`src/rtl/onehot_encoder_arb.sv`:
```
// onehot_encoder_arb: latches one-hot request strobes and issues their binary indices round-robin
// through a registered valid/ready slot, counting requests merged into already-pending bits.
module onehot_encoder_arb #(
  parameter int N_REQ  = 12,
  parameter int CODE_W = 4,
  parameter int CNT_W  = 8
) (
  input  logic              clk,
  input  logic              rst_n,
  input  logic [N_REQ-1:0]  req_in,
  input  logic              EN_IN,
  output logic [CODE_W-1:0] code_out,
  output logic              valid_out,
  input  logic              ready_in,
  output logic [N_REQ-1:0]  pending_out,
  output logic [CNT_W-1:0]  coalesce_cnt
);
  localparam int SW = CNT_W + $clog2(N_REQ + 1);
  typedef enum logic {EMPTY, FULL} state_t;
  state_t state, state_nxt;
  logic [N_REQ-1:0] in_req, cand, pend_nxt, one;
  logic [CODE_W-1:0] ptr, grant, lo, hi;
  logic hi_found, free, load;
  logic [SW-1:0] cnt_sum;
  logic [CNT_W-1:0] cnt_nxt;
  assign in_req = req_in & {N_REQ{EN_IN}};
  assign cand = pending_out | in_req;
  assign valid_out = state == FULL;
  assign free = !valid_out || ready_in;
  assign load = free && |cand;
  // Lowest set bit above ptr wins; otherwise wrap to the lowest set bit overall.
  always_comb begin
    lo = '0;
    hi = '0;
    hi_found = 1'b0;
    for (int i = N_REQ - 1; i >= 0; i--) begin
      if (cand[i]) lo = CODE_W'(i);
      if (cand[i] && i > int'(ptr)) begin
        hi = CODE_W'(i);
        hi_found = 1'b1;
      end
    end
  end
  assign grant = hi_found ? hi : lo;
  always_comb state_nxt = load ? FULL : (free ? EMPTY : state);
  assign one = N_REQ'(1);
  assign pend_nxt = load ? cand & ~(one << grant) : cand;
  assign cnt_sum = SW'(coalesce_cnt) + SW'($countones(in_req & pending_out));
  assign cnt_nxt = cnt_sum > SW'({CNT_W{1'b1}}) ? '1 : cnt_sum[CNT_W-1:0];
  always_ff @(posedge clk or negedge rst_n) begin
    if (!rst_n) begin
      state <= EMPTY;
      code_out <= '0;
      ptr <= CODE_W'(N_REQ - 1);
      pending_out <= '0;
      coalesce_cnt <= '0;
    end else begin
      state <= state_nxt;
      pending_out <= pend_nxt;
      coalesce_cnt <= cnt_nxt;
      if (load) begin
        code_out <= grant;
        ptr <= grant;
      end
    end
  end
endmodule
```
`config.mk`:
```
export PLATFORM = sky130hd
export DESIGN_NAME = onehot_encoder_arb
export DESIGN_NICKNAME = d
export VERILOG_FILES = /design/src/rtl/onehot_encoder_arb.sv
export SDC_FILE = /design/constraint.sdc
export NUM_CORES = 1
export LEC_CHECK = 0
export BUFFER_PORTS_ARGS = -buffer_cell sky130_fd_sc_hd__buf_2
export CORE_UTILIZATION = 25
export DETAILED_ROUTE_END_ITERATION = 10
export GPL_TIMING_DRIVEN = 0
export PLACE_DENSITY = 0.52
export SLEW_MARGIN = 10
export SYNTH_ARGS = -nofsm -noshare
export SYNTH_HDL_FRONTEND = slang
export SYNTH_SLANG_ARGS = --single-unit
```
`constraint.sdc`:
```
create_clock -name clk -period 4.5 [get_ports clk]
set_input_delay 0.225 -clock clk [delete_from_list [all_inputs] [get_ports clk]]
set_output_delay 0.225 -clock clk [all_outputs]
set_load 0.01 [all_outputs]
```
==> results of run 1 <==
-- power groups by stage --
stage / sequential, mW / clock (mW) / combinational (mW)
2_1_floorplan: 0.480 / 0 / 0.841
3_3_place_gp: 0.454 / 0 / 1.20
3_5_place_dp: 0.459 / 0 / 1.22
4_1_cts: 0.457 / 0.212 / 1.25
5_1_grt: 0.468 / 0.219 / 1.52
6_report: 0.454 / 0.208 / 1.35
-- cells in the final DEF, fill, tap and decap left out, drive strengths merged, types with 2 or more instances in the layout --
cell     n
nand4    3
o21a     3
nand2   15
a22oi    2
or2      2
dfrtp   25
a31oi   14
a21o     9
mux2     3
clkbuf   4
a21oi   18
a221oi   2
nand3b   3
and2     3
nor2b    3
o21ai   15
dfstp    3
inv     10
a211oi   2
o21bai   3
o311ai   2
ha       9
nand2b   5
nor2    13
or3      2
nand3    5
o211ai   3
and3     9
buf     53
fa       8
-- how the worst min path moves through the flow --
stage | from | endpoint | slack [ns] | cells after the start
2_1_floorplan | rst_n | coalesce_cnt[0] | -0.07 | 0
3_3_place_gp | rst_n | coalesce_cnt[6] | 0.30 | 1
3_5_place_dp | rst_n | coalesce_cnt[6] | 0.30 | 1
4_1_cts | ready_in | valid_out | 0.21 | 3
5_1_grt | ready_in | valid_out | 0.24 | 3
6_report | ready_in | valid_out | 0.20 | 3
-- layout make-up --
class                   count  area, sq um  area share, %
well taps                 105          131           4.83
repair buffers             46          250           9.20
inverters                  10         37.5           1.38
clock inverters             1         30.0           1.10
flip-flops and latches     28          707           26.0
plain buffers               9         71.3           2.62
multi-input cells         179         1450           53.4
clock buffers               3         41.3           1.52
-- cells by family (layout without fill, tap and decap cells) --
| kind of cell | after synthesis | count (layout) | synth area share (%) |
|---|---|---|---|
| flip-flops | 28 | 28 | 31.8 |
| multiplexers | 4 | 4 | 1.98 |
| AO/OA/AOI/OAI | 87 | 87 | 30.1 |
| buffers and inverters | 21 | 69 | 5.48 |
| AND/OR/NAND/NOR | 69 | 69 | 17.6 |
| adder cells (fa/ha/maj) | 17 | 17 | 12.3 |
| XOR/XNOR | 2 | 2 | 0.791 |
-- registers in the layout, summed over array words and instances (netlist names) --
signal	flops
ptr	3
pending_out	12
coalesce_cnt	8
valid_out	1
code_out	4
-- metal layers --
metal / wire length (microns) / up-vias
met5: 0 / -
met4: 119 / 0
met3: 340 / 9
met2: 2770 / 56
met1: 3160 / 1006
li1: - / 958
-- repair_timing --
item | CTS | global route
endpoints found under the hold margin | 25 | 0
gates resized for setup | 5 | 12
setup buffers | 0 | 6
gates cloned | 0 | 0
hold buffers | 1 | 0
pin swaps | 1 | 10
endpoints found under the setup margin | 8 | 8
-- metrics by stage --
| stage | hold slack (ns) | area, sq um | total power, mW | cells | setup slack, ns |
|---|---|---|---|---|---|
| 2_1_floorplan | -0.0706 | 2230 | 1.32 | 228 | 0.0307 |
| 3_3_place_gp | 0.297 | 2550 | 1.66 | 372 | -0.453 |
| 3_5_place_dp | 0.303 | 2550 | 1.68 | 372 | -0.443 |
| 4_1_cts | 0.210 | 2660 | 1.92 | 377 | 0.00361 |
| 5_1_grt | 0.237 | 2720 | 2.21 | 381 | -0.0273 |
| 6_report | 0.204 | 2720 | 2.01 | 381 | 0.150 |
-- worst reg2reg max path, cell delays in order (launching register included) --
cell and delay (ns):
dfrtp_2 0.43, and3_4 0.19, fa_1 0.54, inv_1 0.05, fa_1 0.44, fa_1 0.51
inv_2 0.05, fa_2 0.61, fa_2 0.24, inv_2 0.05, fa_2 0.38, nor2b_4 0.14
o21ai_2 0.08, a21boi_2 0.25, o21ai_2 0.10, nor2_1 0.12, mux2i_1 0.08
==> results.yml, run 1 <==
pwr:
  power.leakage_nw: 1.13
  power_per_cell_area_mw_per_mm2: 740
  swShare_pct: 46.4
  clock_power_share_pct: 10.3
  internal_power_mw: 1.08
  power_frac_seq_pct: 22.5
  p_comb_share_pct: 67.1
  p_sw_mw: 0.936
  ir_worst_vdd_mv: 0.201
hold_path:
  hold_class: "in2reg"
routing:
  ant_nets: 0
  drtIter0Drc: 108
  vias: 2029
  wl_mm: 6.39
  drc: 0
  via_per_inst: 5.33
  post_drt_wl_per_cell_microns: 16.8
  firstDrtPassIters: 4
floorplan:
  start_util_pct: 26.4
  num_rows: 33
  io_pins: 41
  die-area_sq_mm: 0.00924
  core-area_sq_mm: 0.00838
  die_w_microns: 96.1
  dieHeight_microns: 96.1
critical_path:
  slowest_delay_ns: 0.61
  cp_num_buf_inv: 3
  startpoint_type: "register"
  r2r_slack_ns: 0.15
  critPathArrivalTime_ns: 4.53
  cp_top_family: "adder cells"
  cp.depth: 16
  path_max_fanout: 3
  reg2regPathDepth: 16
  r2r-start: "pending_out[4]"
  endpoint: "coalesce_cnt[6]"
  cp-end-kind: "register"
  crit_chain: "and3_4 -> fa_1 -> inv_1 -> fa_1 -> fa_1 -> inv_2 -> fa_2 -> fa_2 -> inv_2 -> fa_2 -> nor2b_4 -> o21ai_2 -> a21boi_2 -> o21ai_2 -> nor2_1 -> mux2i_1"
  worstPathRequired_ns: 4.68
  cp-startpoint: "pending_out[4]"
  r2r_end: "coalesce_cnt[6]"
  crit_type: "reg2reg"
  slowest_stage: "fa_2"
synth:
  seq_area_frac_synth_pct: 31.8
  synth_edf_count: 0
  yosysWarningCount: 0
  yosysUniqueCellTypes: 67
  yosys_register_bits: 28
  synthesis.nets: 261
  yosysMostFrequentCell: "dfrtp_1"
  synth_area_sq_mm: 0.00222
  ys.flop_type: "dfrtp_1"
  synthTopCellsByArea: "dfrtp_1 (28%), fa_1 (7.2%), ha_1 (5.1%)"
  synth.avg_cell_area_sq_um: 9.72
  yosysTopAreaCell: "dfrtp_1"
  synth_cells: 228
  synth_commonest_cells: "dfrtp_1 (25), nand2_1 (15), a31oi_1 (14)"
  ys_async_sr_fraction_pct: 100
  synth_top_area_share_pct: 28.2
timing:
  worstMarginPinSlew_ns: 0.838
  slew_viol_final: 0
  finalHoldViolCount: 0
  slew-limit-headroom_pct: 44.0
  max_freq_mhz: 230
  period_share_pct: 96.7
  skew_ns: 0.00714
  setup_viol: 0
  fin_crit_ns: 4.35
  tns_ns: 0
clock_network:
  insertion_delay_ns: 0.29
  cts_buffer_depth: 2
  htree_levels: 1
  cts_buffers: 3
  cts_sinks: 28
  cts_root_buf: "clkbuf_8"
  path_clk_slew_ns: 0.11
  cts_tree: "done"
cells_and_area:
  num-fill-cells: 874
  syn_to_final_growth_pct: 22.8
  diodes: 0
  layout-drive-gt1-share_pct: 35.9
  final_core_util_pct: 32.5
  num-nets-final: 310
grt:
  met2_usage_pct: 21.9
  grt_pass1_vias: 2062
  grt_max_degree: 29
  grt_pass1_wl_mm: 10.6
  grtUsageMet1_pct: 22.2
  grt-ovfl-total: 0
  antenna_found_initial: 0
  gr-max-usage-layer: "met1"
  grt_use_total_pct: 15.0
  met3_usage_pct: 1.90
place:
  hpwl_mm: 5.00
  numPortBuffers: 39
  gp_congestion: 0.861
flow_run:
  maxCapViolations: 0
run_status:
  outcome: "complete, no violations"
No activity file was read; power rests on OpenSTA's default activity.
==> run 2, diff against run 1 <==
--- a/config.mk
+++ b/config.mk
@@ -5,7 +5,7 @@
 export SDC_FILE = /design/constraint.sdc
 export NUM_CORES = 1
 export LEC_CHECK = 0
-export BUFFER_PORTS_ARGS = -buffer_cell sky130_fd_sc_hd__buf_2
+export BUFFER_PORTS_ARGS = -buffer_cell sky130_fd_sc_hd__buf_4
 export CORE_UTILIZATION = 25
 export DETAILED_ROUTE_END_ITERATION = 10
 export GPL_TIMING_DRIVEN = 0
==> results.yml, run 2 (synthesized netlist as in run 1, its figures left out) <==
run_status:
  outcome: "complete, no violations"
cells_and_area:
  max_flop_register: "pending_out"
  final_core_util_pct: 33.6
  num-nets-final: 312
  top_regs: "pending_out x12, coalesce_cnt x8, code_out x4"
  layout_commonest_cell: "buf_4"
  mostFrequentLayoutCells: "buf_4 (48), dfrtp_1 (23), nand2_1 (15)"
  largest_register_ffs: 12
  num-fill-cells: 873
  layout-drive-gt1-share_pct: 36.3
  syn_to_final_growth_pct: 27.1
  diodes: 0
timing:
  skew_ns: 0.00354
  finalHoldViolCount: 0
  period_share_pct: 96.8
  worstMarginPinSlew_ns: 0.755
  slew_viol_final: 0
  max_freq_mhz: 230
  worst_slack_ns: 0.143
  slew-limit-headroom_pct: 49.6
  setup_viol: 0
  fin_crit_ns: 4.36
pwr:
  ir_worst_vdd_mv: 0.199
  power_mw: 1.99
  power_per_cell_area_mw_per_mm2: 705
  power.leakage_nw: 1.17
floorplan:
  start_util_pct: 26.4
  die-area_sq_mm: 0.00924
  core-area_sq_mm: 0.00838
  die_w_microns: 96.1
  num_rows: 33
  dieHeight_microns: 96.1
  io_pins: 41
clock_network:
  path_clk_slew_ns: 0.10
  htree_levels: 1
  cts_buffers: 3
  cts_root_buf: "clkbuf_8"
  cts_tree: "done"
  cts_buffer_depth: 2
  insertion_delay_ns: 0.28
  cts_sinks: 28
routing:
  wl_met2_mm: 2.79
  drc: 0
  ant_nets: 0
  wl_met1_mm: 3.31
  top_layer: "met4"
  firstDrtPassIters: 4
  drtIter0Drc: 126
  vias: 1997
  wl_met3_microns: 293
  via_per_inst: 5.21
  post_drt_wl_per_cell_microns: 16.8
  wl_mm: 6.43
grt:
  grt_use_total_pct: 14.5
  grt_max_degree: 29
  antenna_found_initial: 0
  grt_pass1_vias: 1855
  grt-ovfl-total: 0
  grt_pass1_wl_mm: 10.1
critical_path:
  cp_num_buf_inv: 3
  critPathArrivalTime_ns: 4.54
  r2r_end: "coalesce_cnt[7]"
  r2r-start: "pending_out[8]"
  path_max_fanout: 5
  cp_top_family: "adder cells"
  startpoint_type: "register"
  cp-end-kind: "register"
  reg2regPathDepth: 16
  crit_type: "reg2reg"
  slowest_delay_ns: 0.55
  crit_chain: "and3_4 -> fa_1 -> inv_1 -> fa_1 -> fa_1 -> inv_2 -> fa_2 -> fa_2 -> inv_2 -> fa_2 -> nor2b_2 -> o21ai_2 -> a21boi_2 -> o21ai_2 -> nand2_1 -> mux2_2"
  worstPathRequired_ns: 4.68
  slowest_stage: "fa_1"
  r2r_slack_ns: 0.14
hold_path:
  hold_class: "in2reg"
  min-delay-start: "ready_in"
  hold_depth: 3
  hold_end: "valid_out"
place:
  gp_congestion: 0.874
  hpwl_mm: 5.02
  pre_cts_slack_ns: -0.467
  numPortBuffers: 39
flow_run:
  maxCapViolations: 0
-- run 2: cell count changes in the layout (fill, tap and decap cells not counted) --
| cell | delta |
|---|---|
| buf_4 | +40 |
| buf_2 | -39 |
| buf_6 | +1 |
| bufinv_16 | -1 |
| clkbuf_8 | +1 |
| nor2b_2 | +1 |
| nor2b_4 | -1 |
-- run 2: how the worst max path moves through the flow --
stage,start,endpoint,cells past startpoint
global placement,EN_IN,coalesce_cnt[2],19
finish,pending_out[8],coalesce_cnt[7],16
global route,pending_out[8],coalesce_cnt[6],16
floorplan,EN_IN,coalesce_cnt[7],20
CTS,pending_out[4],coalesce_cnt[6],16
detailed placement,EN_IN,coalesce_cnt[4],19
-- run 2: where the power goes --
| part | leakage (nW) | internal, mW | switching [mW] |
|---|---|---|---|
| logic | 0.847 | 0.624 | 0.735 |
| clock network | 0.0288 | 0.0787 | 0.0879 |
| registers | 0.299 | 0.365 | 0.0961 |
-- run 2: metal layers --
layer | track usage, % | vias to the layer above
met4 | 2.99 | 0
met3 | 1.18 | 4
met5 | 0 | -
met2 | 21.3 | 63
li1 | - | 955
met1 | 22.7 | 975
-- run 2: timing repair --
item	CTS	global route
gates resized for setup	7	9
setup endpoints to repair	8	8
pin swaps	3	10
cloned	0	0
hold buffers	1	0
setup buffers	0	7
hold endpoints to repair	25	0
-- run 2: area by class of cell --
| type | instances | area [sq um] | share of cell area [%] |
|---|---|---|---|
| plain buffers | 10 | 82.6 | 2.93 |
| clock buffers | 4 | 55.1 | 1.95 |
| inverters | 10 | 37.5 | 1.33 |
| multi-input cells | 179 | 1450 | 51.4 |
| flip-flops and latches | 28 | 707 | 25.1 |
| well taps | 105 | 131 | 4.66 |
| repair buffers | 47 | 355 | 12.6 |
-- run 2: stage by stage --
step	hold slack (ns)	setup TNS (ns)	std cells	area, sq um
after floorplan	-0.0706	0	228	2230
after global placement	0.175	-2.89	372	2650
after detailed placement	0.177	-3.08	372	2650
after CTS	0.221	0	377	2750
after global routing	0.232	-0.0234	383	2820
final	0.220	0	383	2820
-- run 2: worst register-to-register path: cells and delay by family, from the launching register on --
family                     cells  cell delay, ns
AOI/OAI and AO/OA              3            0.48
adders and majority gates      6            2.61
buffers and inverters          3            0.17
DFF                            1            0.44
muxes                          1            0.26
and+or+nand+nor                3            0.28
==> run 3, diff against run 2 <==
--- a/config.mk
+++ b/config.mk
@@ -5,6 +5,7 @@
 export SDC_FILE = /design/constraint.sdc
 export NUM_CORES = 1
 export LEC_CHECK = 0
+export ABC_AREA = 1
 export BUFFER_PORTS_ARGS = -buffer_cell sky130_fd_sc_hd__buf_4
 export CORE_UTILIZATION = 25
 export DETAILED_ROUTE_END_ITERATION = 10
==> results.yml, run 3 <==
run_status:
  outcome: "complete, no violations"
clock_network:
  cts_buffers: 3
  insertion_delay_ns: 0.28
  cts_sinks: 28
  cts_root_buf: "clkbuf_8"
  htree_levels: 1
  cts_tree: "done"
  cts_buffer_depth: 2
  path_clk_slew_ns: 0.10
pwr:
  ir_worst_vdd_mv: 0.182
  power_mw: 1.85
  swShare_pct: 48.2
  clock_power_share_pct: 8.7
  p_comb_share_pct: 67.7
  power.leakage_nw: 1.46
  power_per_cell_area_mw_per_mm2: 676
  power_frac_seq_pct: 23.6
  p_sw_mw: 0.894
  internal_power_mw: 0.959
synth:
  synthTopCellsByArea: "dfrtp_1 (29%), nand2_1 (15%), inv_1 (10%)"
  yosysTopAreaCell: "dfrtp_1"
  ys_async_sr_fraction_pct: 100
  yosysUniqueCellTypes: 30
  yosysMostFrequentCell: "nand2_1"
  synthesis.nets: 326
  ys.flop_type: "dfrtp_1"
  synth_cells: 293
  synth.avg_cell_area_sq_um: 7.32
  yosysWarningCount: 0
  synth_edf_count: 0
  synth_top_area_share_pct: 29.2
  synth_area_sq_mm: 0.00215
  yosys_register_bits: 28
  synth_commonest_cells: "nand2_1 (83), inv_1 (58), dfrtp_1 (25)"
  seq_area_frac_synth_pct: 32.8
critical_path:
  cp-end-kind: "register"
  r2r_slack_ns: 0.21
  critPathArrivalTime_ns: 4.51
  slowest_stage: "fa_1"
  r2r-start: "pending_out[6]"
  reg2regPathDepth: 18
  startpoint_type: "register"
  crit_chain: "inv_1 -> nor3_2 -> fa_1 -> inv_1 -> fa_1 -> fa_1 -> inv_1 -> fa_1 -> fa_2 -> inv_1 -> fa_2 -> nor2_2 -> o21ai_1 -> nand2_1 -> nand2_1 -> a21oi_4 -> nand3_4 -> nand3_2"
  path_max_fanout: 8
  r2r_end: "coalesce_cnt[5]"
  worstPathRequired_ns: 4.72
  slowest_delay_ns: 0.55
  crit_type: "reg2reg"
place:
  placed_cell_area_sq_mm: 0.00258
  gp_congestion: 0.822
  numPortBuffers: 40
  pre_cts_slack_ns: -0.230
  hpwl_mm: 4.36
timing:
  max_freq_mhz: 233
  finalHoldViolCount: 0
  period_share_pct: 95.4
  fin_crit_ns: 4.29
  worstMarginPinSlew_ns: 0.407
  slew_viol_final: 0
  skew_ns: 0.00425
  setup_viol: 0
  worst_slack_ns: 0.209
  slew-limit-headroom_pct: 72.9
hold_path:
  hold_depth: 2
  hold_end: "valid_out"
  hold_class: "in2reg"
  min-delay-start: "ready_in"
routing:
  via_per_inst: 4.25
  drtIter0Drc: 77
  ant_nets: 0
  drc: 0
  post_drt_wl_per_cell_microns: 12.1
  vias: 1905
  wl_mm: 5.43
  firstDrtPassIters: 4
grt:
  antenna_found_initial: 0
  grt_max_degree: 29
  grt_pass1_wl_mm: 8.98
  grt_use_total_pct: 13.0
  grt-ovfl-total: 0
  grt_pass1_vias: 1922
cells_and_area:
  largest_register_ffs: 12
  layout_commonest_cell: "nand2_1"
  diodes: 0
  num-nets-final: 377
  mostFrequentLayoutCells: "nand2_1 (79), inv_1 (57), buf_4 (46)"
  layout-drive-gt1-share_pct: 28.0
  design_area_sq_mm: 0.00274
  max_flop_register: "pending_out"
  syn_to_final_growth_pct: 27.7
  top_regs: "pending_out x12, coalesce_cnt x8, code_out x4"
floorplan:
  num_rows: 33
  dieHeight_microns: 94.6
  core-area_sq_mm: 0.00826
  die-area_sq_mm: 0.00896
  die_w_microns: 94.6
  start_util_pct: 26.0
  io_pins: 41
flow_run:
  maxCapViolations: 0
## run 3: cell count changes in the layout (fill, tap and decap cells not counted), moves of 7 or more
cell / previous run / this run
nor2_1: 13 / 22
nand3_1: 5 / 12
a31oi_1: 14 / 0
inv_2: 2 / 9
nand2_1: 15 / 79
inv_1: 8 / 57
a21o_1: 9 / 2
nand2_2: 0 / 7
## run 3: worst max path at each step
stage | startpoint | to | slack (ns) | cells after the start
floorplan | pending_out[0] | coalesce_cnt[5] | 0.21 | 17
global placement | EN_IN | coalesce_cnt[2] | -0.24 | 19
detailed placement | EN_IN | coalesce_cnt[5] | -0.23 | 19
CTS | pending_out[2] | coalesce_cnt[5] | 0.001 | 17
global route | pending_out[6] | coalesce_cnt[5] | -0.01 | 18
finish | pending_out[6] | coalesce_cnt[5] | 0.21 | 18
## run 3: final cells by class
class                      count  area [sq um]
tap                          105           131
multi-input combinational    197          1230
timing repair buffer          46           348
sequential                    28           704
buffer                         2          18.8
clock buffer                   4          55.1
inverter                      66           248
fill                         913          5520
## run 3: power groups by stage
stage	logic [mW]	clock network [mW]	registers [mW]
after floorplan	0.790	0	0.461
final	1.25	0.161	0.437
after CTS	1.17	0.169	0.436
after detailed placement	1.16	0	0.439
after global routing	1.43	0.179	0.452
after global placement	1.15	0	0.436
## run 3: kinds of logic after synthesis
group	after synthesis	share of synthesized area, %
compound gates	33	11.1
xor+xnor	3	1.22
fa+ha+maj	17	12.7
buf+inv	68	12.4
flops	28	32.8
simple gates	144	29.7
## run 3: layer usage
layer / share of wire (%) / track usage (%)
met4: 1.0 / 3.79
met2: 44 / 20.1
met3: 4.0 / 1.53
met5: 0 / 0
met1: 50 / 18.9
## run 3: metrics by stage
| stage | setup TNS (ns) | hold slack [ns] | cells | utilization [%] |
|---|---|---|---|---|
| after global placement | -1.59 | 0.176 | 438 | 31.2 |
| after CTS | 0 | 0.144 | 443 | 32.1 |
| after detailed placement | -1.58 | 0.177 | 438 | 31.2 |
| final | 0 | 0.146 | 448 | 33.2 |
| after floorplan | 0 | -0.0706 | 293 | - |
| after global routing | -0.0183 | 0.152 | 448 | 33.2 |
## run 3: what timing repair did
item / CTS / global route
hold buffers: 1 / 0
setup buffers: 0 / 5
setup endpoints to repair: 8 / 8
hold endpoints to repair: 25 / 0
pin swaps: 1 / 4
gates resized for setup: 2 / 16
## run 3: worst max-delay path, delay by kind of cell (launching register included)
kind | cells | cell delay (ns)
simple gates | 6 | 0.62
flops | 1 | 0.39
fa+ha+maj | 6 | 2.64
buf+inv | 4 | 0.26
compound gates | 2 | 0.31
